<file path="config.mk">
export PLATFORM = sky130hd
export DESIGN_NAME = dmem_arbiter_flat
export DESIGN_NICKNAME = d
export VERILOG_FILES = /design/src/rtl/dmem_arbiter_pkg.sv /design/src/rtl/dmem_arbiter_if.sv /design/src/rtl/dmem_arbiter_rr_arb2.sv /design/src/rtl/dmem_arbiter.sv /design/src/flat_wrapper.sv
export SDC_FILE = /design/constraint.sdc
export NUM_CORES = 1
export LEC_CHECK = 0
export ABC_AREA = 1
export CAP_MARGIN = 20
export CORE_MARGIN = 1.5
export CORE_UTILIZATION = 44
export CTS_BUF_LIST = sky130_fd_sc_hd__clkbuf_4 sky130_fd_sc_hd__clkbuf_8
export CTS_CLUSTER_DIAMETER = 30
export CTS_CLUSTER_SIZE = 24
export DETAILED_ROUTE_END_ITERATION = 10
export PLACE_DENSITY = 0.95
export REMOVE_ABC_BUFFERS = 1
export SYNTH_ARGS = -nofsm -noshare
export SYNTH_HDL_FRONTEND = slang
export SYNTH_SLANG_ARGS = --single-unit
</file>
<file path="constraint.sdc">
create_clock -name clk -period 3.01 [get_ports clk]
set_input_delay 0.4515 -clock clk [delete_from_list [all_inputs] [get_ports clk]]
set_output_delay 0.4515 -clock clk [all_outputs]
set_load 0.01 [all_outputs]
</file>
<file path="src/rtl/dmem_arbiter_pkg.sv">
// -----------------------------------------------------------------------------
// dmem_arb_pkg
// Shared definitions for the data-memory arbiter:
//   - memory command encoding (MEM field) seen by data_cache
//   - arbiter FSM state type
//   - is_write() helper: op 2'b11 is treated as a write
// -----------------------------------------------------------------------------
package dmem_arb_pkg;

   localparam logic [1:0] OP_NONE  = 2'b00;
   localparam logic [1:0] OP_READ  = 2'b01;
   localparam logic [1:0] OP_WRITE = 2'b10;

   typedef enum logic [1:0] {
      IDLE,
      ISSUE,
      WAIT,
      RESP
   } arb_state_t;

   // The write bit dominates, so 2'b11 behaves as a write everywhere.
   function automatic logic is_write(input logic [1:0] op);
      return op[1];
   endfunction

endpackage

</file>
<file path="src/rtl/dmem_arbiter_if.sv">
// -----------------------------------------------------------------------------
// dmem_arb_if
// Bundles the two requester ports and the memory command port of the
// data-memory arbiter.
//   slave  : view taken by dmem_arbiter (takes requests, drives memory command)
//   master : view taken by the environment (requesters + memory)
// Signals:
//   rX_op/addr/wdata    requester X command (held until rX_done)
//   rX_done/err/rdata   requester X response (one-cycle pulse, rdata 0 otherwise)
//   mem_op/addr/wdata   command to data_cache (mem_op nonzero for one cycle)
//   mem_rdata/mem_ready response from data_cache
//   busy                arbiter not in IDLE
// -----------------------------------------------------------------------------
interface dmem_arb_if #(
   parameter int AW = 32
) ();

   logic [1:0]    r0_op;
   logic [AW-1:0] r0_addr;
   logic [31:0]   r0_wdata;
   logic          r0_done;
   logic          r0_err;
   logic [31:0]   r0_rdata;

   logic [1:0]    r1_op;
   logic [AW-1:0] r1_addr;
   logic [31:0]   r1_wdata;
   logic          r1_done;
   logic          r1_err;
   logic [31:0]   r1_rdata;

   logic [1:0]    mem_op;
   logic [AW-1:0] mem_addr;
   logic [31:0]   mem_wdata;
   logic [31:0]   mem_rdata;
   logic          mem_ready;

   logic          busy;

   modport slave (
      input  r0_op, r0_addr, r0_wdata,
      input  r1_op, r1_addr, r1_wdata,
      output r0_done, r0_err, r0_rdata,
      output r1_done, r1_err, r1_rdata,
      output mem_op, mem_addr, mem_wdata,
      input  mem_rdata, mem_ready,
      output busy
   );

   modport master (
      output r0_op, r0_addr, r0_wdata,
      output r1_op, r1_addr, r1_wdata,
      input  r0_done, r0_err, r0_rdata,
      input  r1_done, r1_err, r1_rdata,
      input  mem_op, mem_addr, mem_wdata,
      output mem_rdata, mem_ready,
      input  busy
   );

endinterface

</file>
<file path="src/rtl/dmem_arbiter_rr_arb2.sv">
// -----------------------------------------------------------------------------
// rr_arb2
// Combinational two-requester round-robin picker.
//   req[1:0] : request per port
//   last     : port granted most recently
//   gnt      : winning port index (meaningful only when any=1)
//   any      : at least one request present
// A lone requester always wins; on a tie the port that was not granted last
// wins, so back-to-back contention alternates.
// -----------------------------------------------------------------------------
module rr_arb2 (
   input  logic [1:0] req,
   input  logic       last,
   output logic       gnt,
   output logic       any
);

   assign any = |req;
   assign gnt = (req == 2'b11) ? ~last : req[1];

endmodule

</file>
<file path="src/rtl/dmem_arbiter.sv">
// -----------------------------------------------------------------------------
// dmem_arbiter
// Shares the single data_cache command port between requester 0 (load/store
// unit) and requester 1 (debug/DMA loader). Round-robin grant, one-cycle
// command issue, completion tracking on mem_ready with a watchdog.
// Parameters:
//   TIMEOUT : WAIT cycles before the access is abandoned with err (>= 8)
//   AW      : address width (must match the interface AW)
// Ports:
//   clk     : rising-edge clock
//   rst     : synchronous active-high reset
//   bus     : dmem_arb_if.slave (requester ports + memory command port)
// -----------------------------------------------------------------------------
module dmem_arbiter
   import dmem_arb_pkg::*;
#(
   parameter int TIMEOUT = 64,
   parameter int AW      = 32
) (
   input  logic        clk,
   input  logic        rst,
   dmem_arb_if.slave   bus
);

   localparam int CNT_W = $clog2(TIMEOUT + 1);

   arb_state_t     state_q;
   logic           grant_q;
   logic           last_grant_q;
   logic [1:0]     op_q;
   logic [1:0]     mem_op_q;
   logic [AW-1:0]  addr_q;
   logic [31:0]    wdata_q;
   logic [CNT_W-1:0] cnt_q;

   logic           done0_q, done1_q;
   logic           err0_q, err1_q;
   logic [31:0]    rdata0_q, rdata1_q;

   logic [1:0]     req;
   logic           win;
   logic           any_req;

   assign req = {bus.r1_op != OP_NONE, bus.r0_op != OP_NONE};

   rr_arb2 u_rr_arb2 (
      .req  (req),
      .last (last_grant_q),
      .gnt  (win),
      .any  (any_req)
   );

   // NOTE: sequential state uses non-blocking assignments only, so every
   // register here sees the pre-edge value of every other register.
   always_ff @(posedge clk) begin
      if (rst) begin
         state_q      <= IDLE;
         grant_q      <= 1'b0;
         last_grant_q <= 1'b1;
         op_q         <= OP_NONE;
         mem_op_q     <= OP_NONE;
         addr_q       <= '0;
         wdata_q      <= '0;
         cnt_q        <= '0;
         done0_q      <= 1'b0;
         done1_q      <= 1'b0;
         err0_q       <= 1'b0;
         err1_q       <= 1'b0;
         rdata0_q     <= '0;
         rdata1_q     <= '0;
      end else begin
         // NOTE: response outputs default low every cycle; they are only
         // raised on the edge that enters RESP, which makes them one-cycle
         // pulses and keeps rdata at 0 outside done.
         done0_q  <= 1'b0;
         done1_q  <= 1'b0;
         err0_q   <= 1'b0;
         err1_q   <= 1'b0;
         rdata0_q <= '0;
         rdata1_q <= '0;

         unique case (state_q)
            IDLE: begin
               // mem_ready gates the grant so an access still draining in the
               // memory (after reset or timeout) is never overrun.
               if (bus.mem_ready && any_req) begin
                  grant_q      <= win;
                  last_grant_q <= win;
                  op_q         <= win ? bus.r1_op    : bus.r0_op;
                  mem_op_q     <= win ? bus.r1_op    : bus.r0_op;
                  addr_q       <= win ? bus.r1_addr  : bus.r0_addr;
                  wdata_q      <= win ? bus.r1_wdata : bus.r0_wdata;
                  state_q      <= ISSUE;
               end
            end

            ISSUE: begin
               mem_op_q <= OP_NONE;
               cnt_q    <= '0;
               state_q  <= WAIT;
            end

            WAIT: begin
               cnt_q <= cnt_q + 1'b1;
               // cnt_q == 0 marks the first WAIT cycle: mem_ready may still
               // reflect the idle memory, not a completion.
               if (cnt_q != '0 && bus.mem_ready) begin
                  state_q <= RESP;
                  if (grant_q) begin
                     done1_q  <= 1'b1;
                     rdata1_q <= is_write(op_q) ? 32'h0 : bus.mem_rdata;
                  end else begin
                     done0_q  <= 1'b1;
                     rdata0_q <= is_write(op_q) ? 32'h0 : bus.mem_rdata;
                  end
               end else if (cnt_q == CNT_W'(TIMEOUT - 1)) begin
                  // Counter lands on TIMEOUT as RESP is entered.
                  state_q <= RESP;
                  if (grant_q) begin
                     done1_q <= 1'b1;
                     err1_q  <= 1'b1;
                  end else begin
                     done0_q <= 1'b1;
                     err0_q  <= 1'b1;
                  end
               end
            end

            RESP: begin
               addr_q  <= '0;
               wdata_q <= '0;
               state_q <= IDLE;
            end

            default: state_q <= IDLE;
         endcase
      end
   end

   assign bus.mem_op    = mem_op_q;
   assign bus.mem_addr  = addr_q;
   assign bus.mem_wdata = wdata_q;
   assign bus.r0_done   = done0_q;
   assign bus.r1_done   = done1_q;
   assign bus.r0_err    = err0_q;
   assign bus.r1_err    = err1_q;
   assign bus.r0_rdata  = rdata0_q;
   assign bus.r1_rdata  = rdata1_q;
   assign bus.busy      = (state_q != IDLE);

endmodule

</file>
<file path="src/flat_wrapper.sv">
// flat-port wrapper written by rule: the top's interface ports become plain ports
module dmem_arbiter_flat import dmem_arb_pkg::*;
#(
   parameter int TIMEOUT = 64,
   parameter int AW      = 32
)
  (clk, rst, bus_r0_op, bus_r0_addr, bus_r0_wdata, bus_r1_op, bus_r1_addr, bus_r1_wdata, bus_r0_done, bus_r0_err, bus_r0_rdata, bus_r1_done, bus_r1_err, bus_r1_rdata, bus_mem_op, bus_mem_addr, bus_mem_wdata, bus_mem_rdata, bus_mem_ready, bus_busy);
  dmem_arb_if #(.AW(AW)) bus_i ();
  input  logic clk;
  input  logic rst;
  input wire logic [$bits(bus_i.r0_op)-1:0] bus_r0_op;
  input wire logic [$bits(bus_i.r0_addr)-1:0] bus_r0_addr;
  input wire logic [$bits(bus_i.r0_wdata)-1:0] bus_r0_wdata;
  input wire logic [$bits(bus_i.r1_op)-1:0] bus_r1_op;
  input wire logic [$bits(bus_i.r1_addr)-1:0] bus_r1_addr;
  input wire logic [$bits(bus_i.r1_wdata)-1:0] bus_r1_wdata;
  output wire logic [$bits(bus_i.r0_done)-1:0] bus_r0_done;
  output wire logic [$bits(bus_i.r0_err)-1:0] bus_r0_err;
  output wire logic [$bits(bus_i.r0_rdata)-1:0] bus_r0_rdata;
  output wire logic [$bits(bus_i.r1_done)-1:0] bus_r1_done;
  output wire logic [$bits(bus_i.r1_err)-1:0] bus_r1_err;
  output wire logic [$bits(bus_i.r1_rdata)-1:0] bus_r1_rdata;
  output wire logic [$bits(bus_i.mem_op)-1:0] bus_mem_op;
  output wire logic [$bits(bus_i.mem_addr)-1:0] bus_mem_addr;
  output wire logic [$bits(bus_i.mem_wdata)-1:0] bus_mem_wdata;
  input wire logic [$bits(bus_i.mem_rdata)-1:0] bus_mem_rdata;
  input wire logic [$bits(bus_i.mem_ready)-1:0] bus_mem_ready;
  output wire logic [$bits(bus_i.busy)-1:0] bus_busy;
  assign bus_i.r0_op = bus_r0_op;
  assign bus_i.r0_addr = bus_r0_addr;
  assign bus_i.r0_wdata = bus_r0_wdata;
  assign bus_i.r1_op = bus_r1_op;
  assign bus_i.r1_addr = bus_r1_addr;
  assign bus_i.r1_wdata = bus_r1_wdata;
  assign bus_r0_done = bus_i.r0_done;
  assign bus_r0_err = bus_i.r0_err;
  assign bus_r0_rdata = bus_i.r0_rdata;
  assign bus_r1_done = bus_i.r1_done;
  assign bus_r1_err = bus_i.r1_err;
  assign bus_r1_rdata = bus_i.r1_rdata;
  assign bus_mem_op = bus_i.mem_op;
  assign bus_mem_addr = bus_i.mem_addr;
  assign bus_mem_wdata = bus_i.mem_wdata;
  assign bus_i.mem_rdata = bus_mem_rdata;
  assign bus_i.mem_ready = bus_mem_ready;
  assign bus_busy = bus_i.busy;
  dmem_arbiter #(.TIMEOUT(TIMEOUT), .AW(AW)) u_core (.clk(clk), .rst(rst), .bus(bus_i));
endmodule
</file>
; ---- Word-level counts from Yosys, hierarchy flattened
; Cells that the tools add are included.
[classes]
n_addsub = 1
eq_ne = 7
muxes = 22
bitwise_logic = 4
reduce_logical = 19
[op_table]
columns = operator, count
row1 = 32-bit two-way mux, 5
row2 = 32-bit one-hot mux with 2 select lines, 2
row3 = 7-bit one-hot mux with 2 select lines, 1
row4 = 2-bit nonzero test, 6
row5 = 2-bit two-way mux, 5
row6 = 2-bit one-hot mux with 4 select lines, 1
row7 = 2-bit AND reduction, 4
row8 = 4-bit OR reduction, 2
row9 = "7-bit by 1-bit adder with 7-bit output, second input constant", 1
row10 = "7-bit by 6-bit equality test with 1-bit output, second input constant", 1
row11 = 1-bit two-way mux, 7
row12 = 7-bit nonzero test, 1
row13 = "2-bit equality test, second input constant", 3
row14 = 1-bit NOT, 4
row15 = 2-bit one-hot mux with 2 select lines, 1
row16 = 2-bit OR reduction, 2
row17 = "3-bit by 1-bit != test with 1-bit output, second input constant", 1
row18 = 3-bit OR reduction, 1
row19 = "2-bit by 1-bit equality test with 1-bit output, second input constant", 1
row20 = 1-bit logical AND, 2
row21 = 2-bit logical NOT, 1
row22 = "2-bit by 1-bit != test with 1-bit output, second input constant", 1
[totals]
regBits = 147
in_bits = 167
output_inout_bits = 135
wordCells = 67

; ---- Logic depth before layout (Yosys ltp)
; Gate-level depths: netlist (run 1).
[logic_depth]
word_depth = 6
depth_mapped = 10

; ---- By module
; A second synthesis (run 1) with hierarchy kept.
[unflattened]
cells_unflattened = 728
area_unflattened_um2 = 5784.3
[by_module_without_submodules]
columns = mod, n_inst, cells_per_inst, area_each_um2, seq_area_each_um2
row1 = dmem_arbiter, 1, 725, 5769.3, 2922.8
row2 = rr_arb2, 1, 3, 15.0, 0.0

; ---- Worst setup path after synthesis (run 1)
; OpenSTA, ideal clock, no wires.
[synth_path]
path_type = flip-flop to flip-flop
startpoint = register u_core.state_q[0]
endpoint = register u_core.cnt_q[5]
setup_time_ps = 119
arrival_time_ps = 1287
t_required_ps = 2891
path_slack_ps = 1604
stages_incl_launch_ff = 8
path_buffers = 0
period_less_slack_ps = 1406
path_cell_list = dfxtp_1 -> inv_1 -> ha_1 -> inv_1 -> o21ai_1 -> nor2_1 -> o21ai_0 -> a21oi_1
[synth_via]
elab_chain_len = 2
[synth_rtl]
columns = item, line
row1 = "start, declared", dmem_arbiter.sv:27  ; arb_state_t state_q;
row2 = "start signal, assigned", dmem_arbiter.sv:57  ; state_q <= IDLE;
row3 = "start signal, assigned", dmem_arbiter.sv:93  ; state_q <= ISSUE;
row4 = "start signal, assigned", dmem_arbiter.sv:100  ; state_q <= WAIT;
row5 = 2-bit equality test / 2-bit by 1-bit equality test with 1-bit output (equally long branches), dmem_arbiter.sv:82  ; unique case (state_q)
row6 = 7-bit one-hot mux with 2 select lines / 2-bit nonzero test (equally long branches), -
row7 = "end signal, assigned", dmem_arbiter.sv:104  ; cnt_q <= cnt_q + 1'b1;
row8 = "end, declared", dmem_arbiter.sv:34  ; logic [CNT_W-1:0] cnt_q;
; Parallel ways exist; a longest one is shown, timed or not.
; A chain may end at the register's enable or synchronous reset.

; ---- Worst setup path after layout (run 1)
[layout_path]
startpoint = register u_core.state_q[0]
endpoint = output port bus_busy
[layout_via]
elab_chain_len = 1
[layout_rtl]
columns = item, line
row1 = 2-bit nonzero test, dmem_arbiter.sv:149  ; assign bus.busy = (state_q != IDLE);
row2 = "end, declared", flat_wrapper.sv:28  ; output wire logic [$bits(bus_i.busy)-1:0] bus_busy;
; Every way passes these cells.

==> results of run 1 <==
-- how the worst max path moves through the flow --
stage	startpoint	to	cells past startpoint
6_report	u_core.state_q[0]$_SDFFE_PP0P_	bus_busy	4
5_1_grt	u_core.state_q[1]$_SDFFE_PP0P_	bus_busy	4
4_1_cts	u_core.state_q[0]$_SDFFE_PP0P_	bus_busy	4
3_5_place_dp	bus_r0_op[0]	u_core.bus.mem_op[0]$_SDFFE_PP0P_	8
3_3_place_gp	bus_r0_op[0]	u_core.bus.mem_op[0]$_SDFFE_PP0P_	8
2_1_floorplan	bus_r0_op[0]	u_core.bus.mem_addr[0]$_SDFFE_PP0P_	7
-- final cells by class --
type                       instances  share of cell area (%)
tap                              172                   2.347
timing repair buffer             308                   33.79
clock inverter                     9                   1.201
inverter                          20                  0.8188
multi-input combinational        570                   27.01
sequential                       146                   31.88
antenna                            1                 0.02729
clock buffer                      20                   2.934
-- kinds of logic (layout without fill, tap and decap cells) --
| family | Yosys count | in the layout | share of synthesized area (%) |
|---|---|---|---|
| AND/OR/NAND/NOR | 481 | 481 | 34.05 |
| other | 0 | 1 | 0 |
| flip-flops | 146 | 146 | 50.66 |
| adder cells (fa/ha/maj) | 7 | 7 | 1.518 |
| AO/OA/AOI/OAI | 82 | 82 | 7.352 |
| buffers and inverters | 70 | 357 | 6.419 |
-- report_power, final --
group	internal (W)	switching, W
logic	0.000874	0.00111
registers	0.00215	0.000124
clock network	0.000774	0.000705
-- layer usage --
metal | share of wire [%] | wire length [um]
met1 | 37 | 6982
met2 | 51 | 9701
met3 | 7.2 | 1361
met4 | 4.3 | 805
met5 | 0 | 0
-- cells in the mapped netlist, drive strengths merged --
cell    count  area [um2]
o21a        1       7.510
buf        40       257.7
nor4        1       6.260
ha          7       87.58
o21ai       3       18.76
nor3        3       15.01
nand4       2       12.51
a211oi      1       7.510
nand3b      1       7.510
nand2     316        1191
clkbuf     10       37.54
a21oi      75       375.4
dfxtp     146        2923
inv        20       75.07
nor2       81       322.8
nand3      76       402.9
and2        1       6.260
o211ai      2       15.01
-- flip-flops by register name, summed over array words and instances (netlist names), 2 cells and up --
signal                cells
u_core.bus.mem_addr      32
u_core.bus.mem_wdata     32
u_core.bus.r0_rdata      32
u_core.bus.r1_rdata      32
u_core.cnt_q              7
u_core.bus.mem_op         2
u_core.state_q            2
-- through the flow --
step,utilization (%),std cells,area [um2],power [W],hold WS [ns]
after global placement,69.07,1216,8787,0.004222,0.4637
after CTS,72.05,1245,9166,0.005753,0.3200
after floorplan,-,736,5474,0.003302,0.4393
final,72.07,1246,9169,0.005733,0.3494
after global routing,72.07,1246,9169,0.006062,0.3405
after detailed placement,69.07,1216,8787,0.004286,0.4687
-- worst register-to-register path: cells and delay by family (launching register included) --
family          cells  cell delay (ns)
compound gates      1             0.23
fa+ha+maj           1             0.29
buf+inv             2             0.68
flops               1             0.39
simple gates        2             0.40
==> out/results.ini, run 1 <==
[setup_path]
timing.rr.end = u_core.bus.mem_addr[30]$_SDFFE_PP0P_
worstPathCellList = inv_1 > ha_1 > inv_1 > clkdlybuf4s50_1
crit_family = buffers and inverters
critPathSlowestCell = clkdlybuf4s50_1
r2r_slack_ns = 0.94
reg2reg_depth = 6
cp_num_buf_inv = 3
cp.required_ns = 2.56
path_class = reg -> out
cp_max_fo = 5
start_kind = flop
slowest_delay_ns = 0.54
crit_top_cell = inv_1
worstPathArrival_ns = 1.88
cp-end-kind = output pin
r2r-start = u_core.state_q[0]$_SDFFE_PP0P_

[route]
dr.pass1.iters = 5
routed_wl_um = 18850
drtAntennaViolNets = 0
viasPerCell = 4.946
wire_per_inst_um = 15.13
vias = 6163
drt_iter0_drc = 383
drc_errors = 0

[synthesis]
netlist_area_um2 = 5769
netlist_instances = 786
yosysUniqueCellTypes = 28
post_synth.cell_area_avg_um2 = 7.340
yosysSeqAreaShare_pct = 50.66
ys_warn_count = 0
yosys_register_bits = 146

[global_routing]
use_met3_pct = 7.946
grtUsageMet2_pct = 47.76
busiest_layer = met2
gr-usage-all-layers_pct = 26.95
grt_max_degree = 71
use_met1_pct = 28.35
grt_first_pass_wirelength_um = 29900
grt_pass1_vias = 6076
overflow = 0
antenna_found_initial = 1

[floorplanning]
io_pins = 302
dieArea_um2 = 13810
num_rows = 41
die_y_um = 117.5
coreArea_um2 = 12720
initial_core_util_pct = 45.35
fp.dieW_um = 117.5

[sta]
setup_viol = 0
fmax_ghz = 0.4284
fin_crit_ns = 2.334
finalCritPeriodShare_pct = 77.55
rsz0062_at_grt = false
finalMaxSlewViolations = 0
worst_slack_ns = 0.6758
slew_headroom_pct = 33.09
skew_ns = 0.01302
hold_viol = 0
tightest_slew_ns = 1.003
finalSetupTns_ns = 0

[final_layout]
final_common_cell = nand2_1
regArea_um2 = 2923
area_growth_syn_to_layout_pct = 58.92
nets = 1237
layout_common_cells = 314 x nand2_1, 300 x clkdlybuf4s50_1, 146 x dfxtp_1
drive_gt1_share_pct = 4.287
multiInputGateArea_um2 = 2476
nFillCells = 940

[cts]
htreeDepth = 4
cts_tree = yes
root_buffer = clkbuf_8
cts_sinks = 146
cts_post_setup_buffers_inserted = 0
cts_made_buffers = 17
cts_resized = 0
clk_pin_slew_ns = 0.08
hold_buffers = 0
clock_path_buffers = 2
insertion_delay_ns = 0.44

[status]
status = finished clean

[worst_hold_path]
holdPathEnd = u_core.last_grant_q$_SDFFE_PP1P_
hp-class = in -> reg
worstHoldStart = rst
worstHoldPathCells = 3

[place]
post-place-ws_ns = 0.5775
portBuffers = 301
hpwlAfterDp_um = 13680
place_congestion = 0.8759

[power_and_ir_drop]
p_per_area_nw_per_um2 = 625.3
peakVddDrop_mv = 0.6839
p_leak_nw = 3.845

[flow_run]
maxCapViolCount = 0

(Power assumes the default switching activity.)
==> run 2, diff against run 1 <==
--- a/config.mk
+++ b/config.mk
@@ -8,12 +8,12 @@
 export ABC_AREA = 1
 export CAP_MARGIN = 20
 export CORE_MARGIN = 1.5
-export CORE_UTILIZATION = 44
+export CORE_UTILIZATION = 37
 export CTS_BUF_LIST = sky130_fd_sc_hd__clkbuf_4 sky130_fd_sc_hd__clkbuf_8
 export CTS_CLUSTER_DIAMETER = 30
 export CTS_CLUSTER_SIZE = 24
 export DETAILED_ROUTE_END_ITERATION = 10
-export PLACE_DENSITY = 0.95
+export PLACE_DENSITY = 0.86
 export REMOVE_ABC_BUFFERS = 1
 export SYNTH_ARGS = -nofsm -noshare
 export SYNTH_HDL_FRONTEND = slang
==> constraint.sdc (replaced) <==
create_clock -name clk -period 1.9 [get_ports clk]
set_input_delay 0.285 -clock clk [delete_from_list [all_inputs] [get_ports clk]]
set_output_delay 0.285 -clock clk [all_outputs]
set_load 0.01 [all_outputs]
==> out/results.ini, run 2 (synthesis gave the netlist of run 1 again) <==
[power_and_ir_drop]
p_clk_share_pct = 26.2  ; was 25.8%
p_seq_share_pct = 38.2  ; was 39.6%
power.switching_w = 0.003359  ; was 0.001940 W
p_int_w = 0.006039  ; was 0.003794 W
peakVddDrop_mv = 0.8041  ; was 0.6839 mV
p_sw_share_pct = 35.74  ; was 33.83%
p_leak_nw = 3.946  ; was 3.845 nW
p_per_area_nw_per_um2 = 1003  ; was 625.3 nW/um2
pwr-share-comb_pct = 35.6  ; was 34.6%

[floorplanning]
fp.dieW_um = 127.9  ; was 117.5 um
die_y_um = 127.9  ; was 117.5 um
num_rows = 45  ; was 41
dieArea_um2 = 16350  ; was 13810 um2
io_pins = 302  ; unchanged
coreArea_um2 = 15200  ; was 12720 um2
initial_core_util_pct = 37.95  ; was 45.35%

[global_routing]
grt_max_degree = 50  ; was 71
gr-usage-all-layers_pct = 23.08  ; was 26.95%
grt_pass1_vias = 5868  ; was 6076
antenna_found_initial = 0  ; was 1
grt_first_pass_wirelength_um = 29370  ; was 29900 um
overflow = 0  ; unchanged

[sta]
finalCritPeriodShare_pct = 94.04
setup_viol = 0  ; unchanged
skew_ns = 0.01710  ; was 0.01302 ns
holdWs_ns = 0.1854  ; was 0.3494 ns
hold_viol = 0  ; unchanged
fin_crit_ns = 1.787
finalMaxSlewViolations = 0  ; unchanged
fmax_ghz = 0.5597
tightest_slew_ns = 0.4854  ; was 1.003 ns
rsz0062_at_grt = false  ; unchanged
slew_headroom_pct = 67.42  ; was 33.09%

[setup_path]
cp-end-kind = output pin  ; unchanged
start_kind = flop  ; unchanged
cp_max_fo = 4  ; was 5
crit_start = u_core.state_q[0]$_SDFFE_PP0P_  ; unchanged
reg2reg_depth = 7  ; was 6
r2r_slack_ns = 0.21  ; was 0.94 ns
r2r-start = u_core.state_q[0]$_SDFFE_PP0P_  ; unchanged
timing.rr.end = u_core.cnt_q[5]$_SDFFE_PP0P_  ; was u_core.bus.mem_addr[30]$_SDFFE_PP0P_
critPathCapture = bus_busy  ; unchanged
worstPathArrival_ns = 1.50  ; was 1.88 ns
path_class = reg -> out  ; unchanged
cp.required_ns = 1.62  ; was 2.56 ns

[cts]
cts_made_buffers = 17  ; unchanged
root_buffer = clkbuf_8  ; unchanged
clock_path_buffers = 2  ; unchanged
clk_pin_slew_ns = 0.08  ; about the same
cts_sinks = 146  ; unchanged
cts_tree = yes  ; unchanged
insertion_delay_ns = 0.46  ; was 0.44 ns
htreeDepth = 4  ; unchanged

[route]
dr.pass1.iters = 4  ; was 5
viasPerCell = 4.772  ; was 4.946
vias = 6084  ; was 6163
drtAntennaViolNets = 0  ; unchanged
drt_iter0_drc = 452  ; was 383
wire_per_inst_um = 14.84  ; was 15.13 um
drc_errors = 0  ; unchanged
routed_wl_um = 18920  ; was 18850 um

[final_layout]
post-route-util_pct = 61.65  ; was 72.07%
stdcell_area_um2 = 9373  ; was 9169 um2
area_growth_syn_to_layout_pct = 62.46  ; was 58.92%
drive_gt1_share_pct = 5.704  ; was 4.287%
layout_common_cells = 314 x nand2_1, 299 x clkdlybuf4s50_1, 144 x dfxtp_1  ; was 314 x nand2_1, 300 x clkdlybuf4s50_1, 146 x dfxtp_1
nets = 1248  ; was 1237
final_common_cell = nand2_1  ; unchanged
antenna_cells = 0  ; was 1

[place]
hpwlAfterDp_um = 13680  ; about the same
portBuffers = 301  ; unchanged
place_congestion = 0.8832  ; was 0.8759
placed_cell_area_um2 = 8977  ; was 8787 um2

[flow_run]
maxCapViolCount = 0  ; unchanged

[status]
status = finished clean  ; unchanged

[worst_hold_path]
hp-class = in -> reg  ; unchanged

==> run 2: how the worst min path moves through the flow <==
stage | startpoint | endpoint | slack, ns | depth (start not counted)
global placement | u_core.op_q[1]$_SDFFE_PP0P_ | u_core.op_q[1]$_SDFFE_PP0P_ | 0.46 | 2
detailed placement | u_core.op_q[1]$_SDFFE_PP0P_ | u_core.op_q[1]$_SDFFE_PP0P_ | 0.46 | 2
floorplan | rst | u_core.bus.mem_addr[0]$_SDFFE_PP0P_ | 0.35 | 1
CTS | rst | u_core.last_grant_q$_SDFFE_PP1P_ | 0.15 | 3
finish | rst | u_core.last_grant_q$_SDFFE_PP1P_ | 0.19 | 3
global route | rst | u_core.last_grant_q$_SDFFE_PP1P_ | 0.16 | 3
==> run 2: worst max-delay path, stage by stage (launching register included) <==
cell	delay [ns]
dfxtp_2	0.37
inv_1	0.08
ha_1	0.21
inv_1	0.11
dlygate4sd2_1	0.28
==> run 2: timing repair <==
action                     4_1_cts  5_1_grt
setup buffers                    0        0
setup endpoints to repair        1        0
hold buffers                     0        0
resized for setup                3        0
==> run 2: through the flow <==
step	TNS (ns)	cells	setup WS, ns	power (W)
3_3_place_gp	0	1243	0.1243	0.006920
5_1_grt	0	1275	0.05139	0.009951
2_1_floorplan	-11.59	736	-0.1783	0.005232
6_report	0	1275	0.1133	0.009397
4_1_cts	0	1275	0.08765	0.009447
3_5_place_dp	0	1243	0.03619	0.006987
==> run 2: power by group through the flow <==
stage / clock network, W / registers [W] / logic (W)
CTS: 0.00251 / 0.00359 / 0.00334
detailed placement: 0 / 0.00366 / 0.00333
global route: 0.00265 / 0.00363 / 0.00366
floorplan: 0 / 0.00377 / 0.00147
finish: 0.00246 / 0.00359 / 0.00334
global placement: 0 / 0.00364 / 0.00328
==> run 2: layout make-up <==
cell class	instances	area [um2]
fillers	1327	5829
repair buffers	319	3267
clock inverters	15	160.2
multi-input cells	570	2476
well taps	188	235.2
flip-flops and latches	146	2925
clock buffers	17	234.0
inverters	20	75.07
==> run 2: routing by layer <==
layer,track usage (%),vias up,routed length [um]
met2,41.18,221,9515
met5,0,-,0
met4,8.857,0,544
met3,6.886,42,1198
li1,-,3062,-
met1,25.85,2759,7656
==> run 3, diff against run 2 <==
--- a/config.mk
+++ b/config.mk
@@ -7,7 +7,7 @@
 export LEC_CHECK = 0
 export ABC_AREA = 1
 export CAP_MARGIN = 20
-export CORE_MARGIN = 1.5
+export CORE_MARGIN = 8
 export CORE_UTILIZATION = 37
 export CTS_BUF_LIST = sky130_fd_sc_hd__clkbuf_4 sky130_fd_sc_hd__clkbuf_8
 export CTS_CLUSTER_DIAMETER = 30
==> out/results.ini, run 3 (synthesis gave the netlist of run 1 again) <==
[route]
routed_wl_um = 20230  ; was 18920 um
vias = 6062  ; was 6084
viasPerCell = 4.769  ; was 4.772
wire_per_inst_um = 15.92  ; was 14.84 um
drt_iter0_drc = 374  ; was 452
drc_errors = 0  ; unchanged
dr.pass1.iters = 7  ; was 4
drtAntennaViolNets = 0  ; unchanged

[setup_path]
cp_num_buf_inv = 3  ; unchanged
cp-end-kind = output pin  ; unchanged
worstPathArrival_ns = 1.48  ; was 1.50 ns
worstPathCellList = inv_1 > ha_1 > inv_1 > dlygate4sd2_1  ; unchanged
crit_top_cell = inv_1  ; unchanged
start_kind = flop  ; unchanged
path_class = reg -> out  ; unchanged
crit_family = buffers and inverters  ; unchanged
critPathSlowestCell = dfxtp_2  ; unchanged
slowest_delay_ns = 0.36  ; was 0.37 ns
cp_max_fo = 4  ; unchanged
cp.required_ns = 1.62  ; about the same

[global_routing]
grt_first_pass_wirelength_um = 31080  ; was 29370 um
gr-usage-all-layers_pct = 19.70  ; was 23.08%
grt_max_degree = 66  ; was 50
overflow = 0  ; unchanged
antenna_found_initial = 0  ; unchanged
grt_pass1_vias = 5949  ; was 5868

[final_layout]
antenna_cells = 0  ; unchanged
drive_gt1_share_pct = 5.355  ; was 5.704%
area_growth_syn_to_layout_pct = 61.48  ; was 62.46%
layout_common_cells = 314 x nand2_1, 299 x clkdlybuf4s50_1, 144 x dfxtp_1  ; unchanged
nets = 1244  ; was 1248
final_common_cell = nand2_1  ; unchanged

[cts]
clk_pin_slew_ns = 0.09  ; was 0.08 ns
htreeDepth = 4  ; unchanged
cts_tree = yes  ; unchanged
cts_sinks = 146  ; unchanged
root_buffer = clkbuf_8  ; unchanged
insertion_delay_ns = 0.44  ; was 0.46 ns
hold_buffers = 0  ; unchanged
clock_path_buffers = 2  ; unchanged
cts_made_buffers = 17  ; unchanged

[sta]
worst_slack_ns = 0.1392  ; was 0.1133 ns
finalMaxSlewViolations = 0  ; unchanged
finalCritPeriodShare_pct = 92.67  ; was 94.04%
slew_headroom_pct = 71.05  ; was 67.42%
holdWs_ns = 0.2230  ; was 0.1854 ns
tightest_slew_ns = 0.4313  ; was 0.4854 ns
hold_viol = 0  ; unchanged
skew_ns = 0.01225  ; was 0.01710 ns
fmax_ghz = 0.5679  ; was 0.5597 GHz
setup_viol = 0  ; unchanged
finalSetupTns_ns = 0  ; unchanged
rsz0062_at_grt = false  ; unchanged
fin_crit_ns = 1.761  ; was 1.787 ns

[flow_run]
maxCapViolCount = 0  ; unchanged

[power_and_ir_drop]
p_leak_nw = 3.926  ; was 3.946 nW
p_per_area_nw_per_um2 = 985.2  ; was 1003 nW/um2
peakVddDrop_mv = 0.6047  ; was 0.8041 mV

[status]
status = finished clean  ; unchanged

[place]
place_congestion = 0.8515  ; was 0.8832
post-place-ws_ns = 0.09760  ; was 0.03619 ns
portBuffers = 301  ; unchanged
hpwlAfterDp_um = 15270  ; was 13680 um

[floorplanning]
die_y_um = 140.9  ; was 127.9 um
dieArea_um2 = 19840  ; was 16350 um2
io_pins = 302  ; unchanged
fp.dieW_um = 140.9  ; was 127.9 um
initial_core_util_pct = 37.95  ; unchanged
num_rows = 45  ; unchanged
coreArea_um2 = 15200  ; unchanged

[worst_hold_path]
hp-class = in -> reg  ; unchanged

-- run 3: changes by cell type in the layout (fill, tap and decap cells not counted) --
cell        before  now
clkinvlp_4       2    0
clkinv_4         1    4
inv_6            7    5
buf_12          10    9
inv_8            4    2
clkinv_2         0    3
buf_4            8    5
-- run 3: final timing paths --
path	slack [ns]	from	cells past startpoint	to
max	0.14	u_core.state_q[0]$_SDFFE_PP0P_	4	bus_busy
max reg2reg	0.29	u_core.cnt_q[0]$_SDFFE_PP0P_	10	u_core.bus.r0_rdata[28]$_SDFF_PP0_
min	0.22	rst	2	u_core.bus.mem_addr[9]$_SDFFE_PP0P_
min reg2reg	0.48	u_core.op_q[1]$_SDFFE_PP0P_	2	u_core.op_q[1]$_SDFFE_PP0P_
-- run 3: what timing repair did --
action	CTS	global route
endpoints found under the setup margin	1	1
gates resized for setup	1	2
cloned	0	0
buffers inserted	0	0
-- run 3: area by class of cell --
type                       count  area (um2)
clock buffer                  17       234.0
clock inverter                15       146.4
fill                        1347        5886
inverter                      20       75.07
multi-input combinational    570        2476
sequential                   146        2925
tap                          188       235.2
timing repair buffer         315        3224
-- run 3: routing by layer --
| layer | vias up | track usage [%] | part of all wire, % | routed length (um) |
|---|---|---|---|---|
| li1 | 3060 | - | - | - |
| met1 | 2756 | 21.26 | 39 | 7860 |
| met2 | 197 | 34.98 | 52 | 10450 |
| met3 | 49 | 4.389 | 5.8 | 1166 |
| met4 | 0 | 11.26 | 3.7 | 748 |
| met5 | - | 0 | 0 | 0 |
-- run 3: power by group --
part	internal (W)	switching [W]
logic	0.00147	0.00177
registers	0.00340	0.000192
clock network	0.00107	0.00127
-- run 3: metrics by stage --
stage	power [W]	cell area [um2]	utilization, %	instances
2_1_floorplan	0.005232	5474	-	736
3_3_place_gp	0.006856	8935	58.77	1239
3_5_place_dp	0.006927	8935	58.77	1239
4_1_cts	0.009272	9314	61.27	1271
5_1_grt	0.009757	9316	61.28	1271
6_report	0.009179	9316	61.28	1271
